==> src/rtl/imm_decode_stage_pkg.sv <==
// Shared definitions for the immediate-decode stage.
//   imm_type_t : tag describing which immediate format was decoded.
//   OPC_*      : RV32/RV64 base opcodes recognised by the decoder.
//   is_shift_f3: funct3 values that turn OP-IMM / OP-IMM-32 into shift-immediates.
package imm_decode_stage_pkg;

  typedef enum logic [2:0] {
    IMM_NONE  = 3'd0,
    IMM_I     = 3'd1,
    IMM_SHAMT = 3'd2,
    IMM_S     = 3'd3,
    IMM_B     = 3'd4,
    IMM_U     = 3'd5,
    IMM_J     = 3'd6,
    IMM_Z     = 3'd7
  } imm_type_t;

  typedef logic [6:0] opcode_t;

  localparam opcode_t OPC_LOAD     = 7'b0000011;
  localparam opcode_t OPC_OP_IMM   = 7'b0010011;
  localparam opcode_t OPC_AUIPC    = 7'b0010111;
  localparam opcode_t OPC_OP_IMM32 = 7'b0011011;
  localparam opcode_t OPC_STORE    = 7'b0100011;
  localparam opcode_t OPC_OP       = 7'b0110011;
  localparam opcode_t OPC_LUI      = 7'b0110111;
  localparam opcode_t OPC_OP32     = 7'b0111011;
  localparam opcode_t OPC_BRANCH   = 7'b1100011;
  localparam opcode_t OPC_JALR     = 7'b1100111;
  localparam opcode_t OPC_JAL      = 7'b1101111;
  localparam opcode_t OPC_SYSTEM   = 7'b1110011;

  function automatic logic is_shift_f3(input logic [2:0] f3);
    return (f3 == 3'b001) || (f3 == 3'b101);
  endfunction

endpackage

==> src/rtl/imm_decode_stage_comb.sv <==
// Purely combinational immediate decoder.
//   instr_i   : raw 32-bit instruction
//   imm_o     : sign/zero-extended immediate, XLEN bits
//   type_o    : immediate format tag
//   illegal_o : opcode not supported for this XLEN / ZICSR_EN
module imm_decode_stage_comb
  import imm_decode_stage_pkg::*;
#(
  parameter int XLEN     = 32,
  parameter int ZICSR_EN = 1
) (
  input  logic [31:0]     instr_i,
  output logic [XLEN-1:0] imm_o,
  output imm_type_t       type_o,
  output logic            illegal_o
);

  localparam bit IS_RV64 = (XLEN == 64);

  opcode_t     opcode;
  logic [2:0]  funct3;

  assign opcode = instr_i[6:0];
  assign funct3 = instr_i[14:12];

  // Size casts of $signed() values sign-extend from instr[31] to XLEN.
  always_comb begin
    imm_o     = '0;
    type_o    = IMM_NONE;
    illegal_o = 1'b0;
    unique case (opcode)
      OPC_LOAD, OPC_JALR: begin
        imm_o  = XLEN'($signed(instr_i[31:20]));
        type_o = IMM_I;
      end
      OPC_OP_IMM: begin
        if (is_shift_f3(funct3)) begin
          // RV64 shifts carry a 6-bit shamt; RV32 only 5.
          imm_o  = IS_RV64 ? XLEN'(instr_i[25:20]) : XLEN'(instr_i[24:20]);
          type_o = IMM_SHAMT;
        end else begin
          imm_o  = XLEN'($signed(instr_i[31:20]));
          type_o = IMM_I;
        end
      end
      OPC_OP_IMM32: begin
        if (!IS_RV64) begin
          illegal_o = 1'b1;
        end else if (is_shift_f3(funct3)) begin
          imm_o  = XLEN'(instr_i[24:20]);
          type_o = IMM_SHAMT;
        end else begin
          imm_o  = XLEN'($signed(instr_i[31:20]));
          type_o = IMM_I;
        end
      end
      OPC_STORE: begin
        imm_o  = XLEN'($signed({instr_i[31:25], instr_i[11:7]}));
        type_o = IMM_S;
      end
      OPC_BRANCH: begin
        imm_o  = XLEN'($signed({instr_i[31], instr_i[7], instr_i[30:25],
                                instr_i[11:8], 1'b0}));
        type_o = IMM_B;
      end
      OPC_LUI, OPC_AUIPC: begin
        imm_o  = XLEN'($signed({instr_i[31:12], 12'b0}));
        type_o = IMM_U;
      end
      OPC_JAL: begin
        imm_o  = XLEN'($signed({instr_i[31], instr_i[19:12], instr_i[20],
                                instr_i[30:21], 1'b0}));
        type_o = IMM_J;
      end
      OPC_SYSTEM: begin
        if ((ZICSR_EN != 0) && funct3[2]) begin
          imm_o  = XLEN'(instr_i[19:15]);
          type_o = IMM_Z;
        end
      end
      OPC_OP: begin
        // R-type: no immediate.
      end
      OPC_OP32: begin
        illegal_o = !IS_RV64;
      end
      default: begin
        illegal_o = 1'b1;
      end
    endcase
  end

endmodule

==> src/rtl/imm_decode_stage.sv <==
// Registered immediate-decode stage with a 2-entry skid buffer.
//   clk_i / reset_i     : clock, asynchronous active-high reset
//   flush_i             : squash every held entry (input of the same cycle dropped)
//   in_valid_i/in_ready_o, in_instr_i, in_pc_i          : upstream handshake + payload
//   out_valid_o/out_ready_i, out_imm_o, out_imm_type_o,
//   out_illegal_o, out_instr_o, out_pc_o                : downstream handshake + payload
module imm_decode_stage
  import imm_decode_stage_pkg::*;
#(
  parameter int XLEN     = 32,
  parameter int ZICSR_EN = 1,
  parameter int SKID_EN  = 1
) (
  input  logic            clk_i,
  input  logic            reset_i,
  input  logic            flush_i,
  input  logic            in_valid_i,
  output logic            in_ready_o,
  input  logic [31:0]     in_instr_i,
  input  logic [XLEN-1:0] in_pc_i,
  output logic            out_valid_o,
  input  logic            out_ready_i,
  output logic [XLEN-1:0] out_imm_o,
  output imm_type_t       out_imm_type_o,
  output logic            out_illegal_o,
  output logic [31:0]     out_instr_o,
  output logic [XLEN-1:0] out_pc_o
);

  // Payload layout: {imm, type, illegal, instr, pc}
  localparam int PW = 2 * XLEN + 36;

  logic [XLEN-1:0] dec_imm;
  imm_type_t       dec_type;
  logic            dec_illegal;
  logic [PW-1:0]   in_payload;

  imm_decode_stage_comb #(.XLEN(XLEN), .ZICSR_EN(ZICSR_EN)) u_comb (
    .instr_i  (in_instr_i),
    .imm_o    (dec_imm),
    .type_o   (dec_type),
    .illegal_o(dec_illegal)
  );

  assign in_payload = {dec_imm, dec_type, dec_illegal, in_instr_i, in_pc_i};

  logic          alive_q;      // low only during the reset cycle, keeps in_ready low then
  logic          main_valid_q, main_valid_d;
  logic [PW-1:0] main_q,       main_d;
  logic          skid_full_q,  skid_full_d;
  logic [PW-1:0] skid_q,       skid_d;
  logic          accept, drain;

  assign in_ready_o  = alive_q & ((SKID_EN != 0) ? !skid_full_q
                                                 : (!main_valid_q | out_ready_i));
  assign out_valid_o = main_valid_q;
  assign accept      = in_valid_i & in_ready_o;
  assign drain       = main_valid_q & out_ready_i;

  always_comb begin
    main_valid_d = main_valid_q;
    main_d       = main_q;
    skid_full_d  = skid_full_q;
    skid_d       = skid_q;
    if (flush_i) begin
      main_valid_d = 1'b0;
      skid_full_d  = 1'b0;
    end else if (skid_full_q) begin
      // in_ready is low here, so only the drain side can move.
      if (drain) begin
        main_d      = skid_q;
        skid_full_d = 1'b0;
      end
    end else if (!main_valid_q || drain) begin
      // Main slot free (or freeing): new entry goes straight to main.
      if (accept) begin
        main_d       = in_payload;
        main_valid_d = 1'b1;
      end else if (drain) begin
        main_valid_d = 1'b0;
      end
    end else if (accept) begin
      // Main stalled: park the new entry in the skid slot.
      if (SKID_EN != 0) begin
        skid_d      = in_payload;
        skid_full_d = 1'b1;
      end
    end
  end

  always_ff @(posedge clk_i or posedge reset_i) begin
    if (reset_i) begin
      alive_q      <= 1'b0;
      main_valid_q <= 1'b0;
      main_q       <= '0;
      skid_full_q  <= 1'b0;
      skid_q       <= '0;
    end else begin
      alive_q      <= 1'b1;
      main_valid_q <= main_valid_d;
      main_q       <= main_d;
      skid_full_q  <= skid_full_d;
      skid_q       <= skid_d;
    end
  end

  assign out_pc_o       = main_q[XLEN-1:0];
  assign out_instr_o    = main_q[XLEN+31:XLEN];
  assign out_illegal_o  = main_q[XLEN+32];
  assign out_imm_type_o = imm_type_t'(main_q[XLEN+35:XLEN+33]);
  assign out_imm_o      = main_q[PW-1:XLEN+36];

endmodule

==> config.mk <==
export PLATFORM = sky130hd
export DESIGN_NAME = imm_decode_stage
export DESIGN_NICKNAME = d
export VERILOG_FILES = /design/src/rtl/imm_decode_stage_pkg.sv /design/src/rtl/imm_decode_stage_comb.sv /design/src/rtl/imm_decode_stage.sv
export SDC_FILE = /design/constraint.sdc
export NUM_CORES = 1
export LEC_CHECK = 0
export CAP_MARGIN = 20
export CORE_UTILIZATION = 45
export DETAILED_ROUTE_END_ITERATION = 12
export DONT_BUFFER_PORTS = 1
export GPL_TIMING_DRIVEN = 0
export PLACE_DENSITY = 0.58
export SKIP_CTS_REPAIR_TIMING = 1
export SYNTH_ARGS = -nofsm -noshare
export SYNTH_HDL_FRONTEND = slang
export SYNTH_SLANG_ARGS = --single-unit
export TNS_END_PERCENT = 100
==> constraint.sdc <==
create_clock -name clk_i -period 7.9 [get_ports clk_i]
set_clock_uncertainty 0.2 [all_clocks]
set_input_delay 1.185 -clock clk_i [delete_from_list [all_inputs] [get_ports clk_i]]
set_output_delay 1.185 -clock clk_i [all_outputs]
set_load 0.05 [all_outputs]
## Word level (Yosys, flattened, before mapping)

Index checks and enable logic that the tools add are counted.

| word-level totals | value |
|---|---|
| input port bits | 69 |
| output and inout port bits | 102 |
| register bits after elaboration | 203 |

| operators by class | value |
|---|---|
| muxes and demuxes | 21 |
| equality and inequality tests | 14 |
| reductions and logical operators | 14 |
| bitwise operators | 6 |

Operators by type and width:

| kind | count |
|---|---|
| 2-to-1 mux 100 bit | 4 |
| case mux 32 bit (7 select lines) | 1 |
| 2-to-1 mux 32 bit | 1 |
| == test 7 bit, second input constant | 4 |
| == test 7 x 6 -> 1 bit, second input constant | 3 |
| case mux 3 bit (7 select lines) | 1 |
| == test 7 x 5 -> 1 bit, second input constant | 2 |
| 2-to-1 mux 1 bit | 11 |
| OR reduction 10 bit | 1 |
| AND reduction 4 bit | 2 |
| == test 7 x 2 -> 1 bit, second input constant | 1 |
| nonzero test 2 bit | 3 |
| 2-to-1 mux 5 bit | 1 |
| OR reduction 2 bit | 2 |
| AND 1 bit | 3 |
| == test 3 x 1 -> 1 bit, second input constant | 1 |
| == test 3 bit, second input constant | 1 |
| 2-to-1 mux 3 bit | 1 |
| NOT 1 bit | 3 |
| AND reduction 3 bit | 1 |
| nonzero test 3 bit | 1 |
| logical NOT 1 bit | 2 |
| logical OR 1 bit | 2 |
| 2-to-1 mux 2 bit | 1 |
| 2 further kinds | 2 |

## Longest topological paths before layout

| depth | value |
|---|---|
| depth in word-level cells | 7 |
| gate-level depth with buffers | 7 |
| gate-level depth less buffers | 5 |

## Modules after synthesis

Synthesis repeated with hierarchy kept, for this count alone.

| second synthesis, totals | value |
|---|---|
| cells, all modules | 640 |
| area total of the unflattened synthesis | 9844.4 um2 |

Modules (own cells, without submodules):

| module | area an instance (um2) | sequential area each (um2) | cells an instance | instances |
|---|---|---|---|---|
| imm_decode_stage | 9250.1 | 5079.9 | 552 | 1 |
| imm_decode_stage_comb | 594.3 | 0.0 | 88 | 1 |

## Worst setup path after synthesis

OpenSTA, ideal clock, no wires.

| path | value |
|---|---|
| path kind | register to output |
| start point | register skid_full_q |
| end point | output in_ready_o |
| cell stages (with the launch flop) | 4 |
| buffers on the path | 2 |
| required time | 6.515 ns |
| arrival time | 1.505 ns |
| setup slack | 5.010 ns |
| cell sequence | dfrtp_1 -> buf_2 -> clkbuf_1 -> nor2b_1 |

| between the ends | value |
|---|---|
| longest elaborated chain between the ends | 2 |

Ends and longest elaborated chain:

| item | line | text |
|---|---|---|
| start: declaration | imm_decode_stage.sv:50 | `logic skid_full_q, skid_full_d;` |
| start signal: assignment | imm_decode_stage.sv:102 | `skid_full_q <= skid_full_d;` |
| logical NOT 1 bit | imm_decode_stage.sv:54 | `assign in_ready_o = alive_q & ((SKID_EN != 0) ? !skid_full_q` |
| AND 1 bit | imm_decode_stage.sv:54 |  |
| end: declaration | imm_decode_stage.sv:18 | `output logic in_ready_o,` |

Every way passes these cells.

## Worst setup path in the final report

Same ends and word-level chain as after synthesis.

==> flow_summary.ini <==
[setup_path]
cp_max_fo = 10
cp_slowest_cell = nor2b_1
slowest_delay_ns = 0.91
path_class = reg2out
crit_family = simple AND/OR/NAND/NOR gates
worst_ep_arrival_time_ns = 2.37
crit_buf_inv = 2
crit_chain = buf_2 > clkbuf_1 > nor2b_1
required_ns = 6.51
cp-end-kind = output port
startpoint_type = flop

[timing]
final.setup.tns_ns = 0
max_freq_mhz = 266.2
period_share = 0.4755
fin_crit_ns = 3.757
rsz0062_at_grt = no
worst_slew_pin_slew_ns = 1.092
slew_violations = 0
slew_headroom = 0.2704
hold_viol_final = 0
setup_violations = 0

[grt]
grt_max_degree = 129
grt_overflow_total = 0
grt_pass1_wl_um = 38290
antenna_found_initial = 0
grt_pass1_vias = 6840
grt_usage = 0.2405

[yosys]
syn_inst = 975
yosysSeqAreaShare = 0.5626
synth-edff-count = 0
synth_top_family_by_area = simple AND/OR/NAND/NOR gates
synth_compound_area_frac = 0.1402
netlist_area_mm2 = 0.009030
ys.flop_type = dfrtp_1
synth_seq_cells = 203
synth_fp_nets = 1044
synth_warnings = 0
synth_cell_type_count = 50
synth-xor-area-share = 0.0009699
synth_area_per_cell_um2 = 9.261
synth-simple-area-share = 0.1829
synthMuxAreaShare = 0.07316
yosys.area_share.adder = 0
async_reset_ff_frac = 1.000

[route]
dr.first_iter.drc_count = 395
post-route-drc-count = 0
vias_per_cell = 5.393
routed_wl_um = 24460
routedWlPerCell_um = 19.09
vias = 6908
first_pass_iters = 7
ant_nets = 0

[place]
dp_hpwl_um = 17140
placedCellCount = 1241
gp_congestion = 0.8652
portBuffers = 0

[pwr]
power.internal_mw = 1.969
p_seq_frac = 0.548
p_switching_mw = 0.9894
swShare = 0.3344
peakVddDrop_v = 0.0001863
total_leakage_power_nw = 4.680
p_comb_frac = 0.080
cellPowerDensity_mw_per_mm2 = 290.6
p_clk_frac = 0.372

[cells_and_area]
final_cell_count_no_fill = 1281
syn_to_final_growth_pct = 12.76
drive_gt1_frac = 0.08366
final_net_count = 1069
insertedDiodeCount = 0

[cts]
clock_latency_ns = 0.51
clock_path_buffers = 3
clkSlewWorstSetupHoldPaths_ns = 0.06
cts_tree = done
h-tree-depth = 1
cts_buffers = 22
numClockSinks = 203
root_buffer = clkbuf_16

[outcome]
status = finished, final reports clean

[floorplan]
start_util = 0.4609
die_w_um = 143.7
die_height_um = 143.7
fp.dieArea_mm2 = 0.02064
core_mm2 = 0.01959
ios = 171
rows = 51

[min_path]
hp-class = reg2reg

[flow_run]
maxCapViolCount = 0
-- cell usage after synthesis, types with 2 or more instances --
cell type	number	area share
nor2_1	35	0.015
o22ai_1	10	0.0069
o21ai_1	12	0.0067
nand2_1	305	0.13
nor2b_1	5	0.0035
a22oi_1	2	0.0017
mux2i_1	66	0.073
buf_2	32	0.018
or3_1	2	0.0014
nand2b_1	6	0.0042
inv_1	5	0.0021
o31ai_1	2	0.0017
a21oi_1	78	0.043
or4_1	2	0.0017
a31oi_1	3	0.0021
nor3_1	4	0.0022
buf_6	4	0.0050
dfrtp_1	203	0.56
a211oi_1	2	0.0017
and3_1	7	0.0048
nand4_1	6	0.0042
nand3_1	15	0.0083
nand3b_1	2	0.0017
clkbuf_1	29	0.012
o21ai_0	108	0.060
nor4_1	2	0.0014
a21o_1	2	0.0017
buf_1	4	0.0017
-- area by class of cell --
type / count / area (µm²)
Multi-Input combinational cell: 696 / 3591
Tap cell: 265 / 331.6
Clock inverter: 9 / 120.1
Inverter: 6 / 30.03
Buffer: 70 / 336.6
Timing Repair Buffer: 1 / 27.53
Clock buffer: 31 / 665.6
Fill cell: 1828 / 9408
Sequential cell: 203 / 5080
-- flip-flops by register name (all words and copies together), names as in the netlist --
name and cells:
main_q 100, skid_full_q 1, alive_q 1, skid_q 100, out_valid_o 1
-- stage by stage --
stage               setup slack, ns  area, µm²  power (mW)  hold slack (ns)    util
floorplan                    0.9759       9030       1.798           0.2403       -
global placement             -1.482       9361       1.871           0.2567  0.4779
detailed placement            4.677       9397       1.883           0.2619  0.4797
CTS                           4.135      10180       2.992           0.2763  0.5198
global route                  4.085      10180       3.086           0.2948  0.5198
finish                        4.143      10180       2.959           0.2741  0.5198
-- layer usage --
metal,GRT usage,up-vias,part of all wire
met5,0,-,0
met4,0.05991,0,0.021
met3,0.06664,33,0.079
met2,0.3799,210,0.45
met1,0.3263,3328,0.45
li1,-,3337,-
-- worst paths after layout --
| kind | startpoint | end | slack (ns) | cells past startpoint |
|---|---|---|---|---|
| min in group asynchronous | reset_i | main_q[15] | 0.38 | 1 |
| worst min-delay path | skid_q[52] | skid_q[52] | 0.27 | 2 |
| worst max register to register | out_valid_o | main_q[95] | 5.15 | 7 |
| worst max-delay path | skid_full_q | in_ready_o | 4.14 | 3 |
| worst min register to register | skid_q[52] | skid_q[52] | 0.27 | 2 |
| max in group asynchronous | reset_i | skid_q[66] | 6.09 | 2 |
-- power groups by stage --
stage                     Sequential [mW]  Combinational (mW)  Clock (mW)
final                                1.62               0.236        1.10
after global routing                 1.65               0.281        1.16
after CTS                            1.62               0.241        1.13
after detailed placement             1.64               0.238           0
after global placement               1.64               0.231           0
after floorplan                      1.61               0.190           0
-- layout by cell type, fill, tap and decap left out, drive strengths merged, types with 5 or more instances in the layout --
cell / n
inv: 6
nor2: 35
buf: 42
nand3: 15
nor2b: 5
nand2b: 6
clkinv: 6
dfrtp: 203
nand4: 6
nand2: 305
a21oi: 78
o21ai: 120
and3: 7
o22ai: 10
mux2i: 66
clkbuf: 60
-- cells by family after synthesis --
kind of cell              count (synthesis)
and+or+nand+nor                         398
AOI/OAI and AO/OA                       230
DFF                                     203
buffers and inverters                    76
muxes                                    66
xor gates and xnor gates                  1
other                                     1
-- tightest hold or removal path, stage by stage (launching register included) --
cell     delay [ns]
dfrtp_1        0.34
nand2_1        0.05
nand2_1        0.05
No activity file was read; power rests on OpenSTA's default activity.
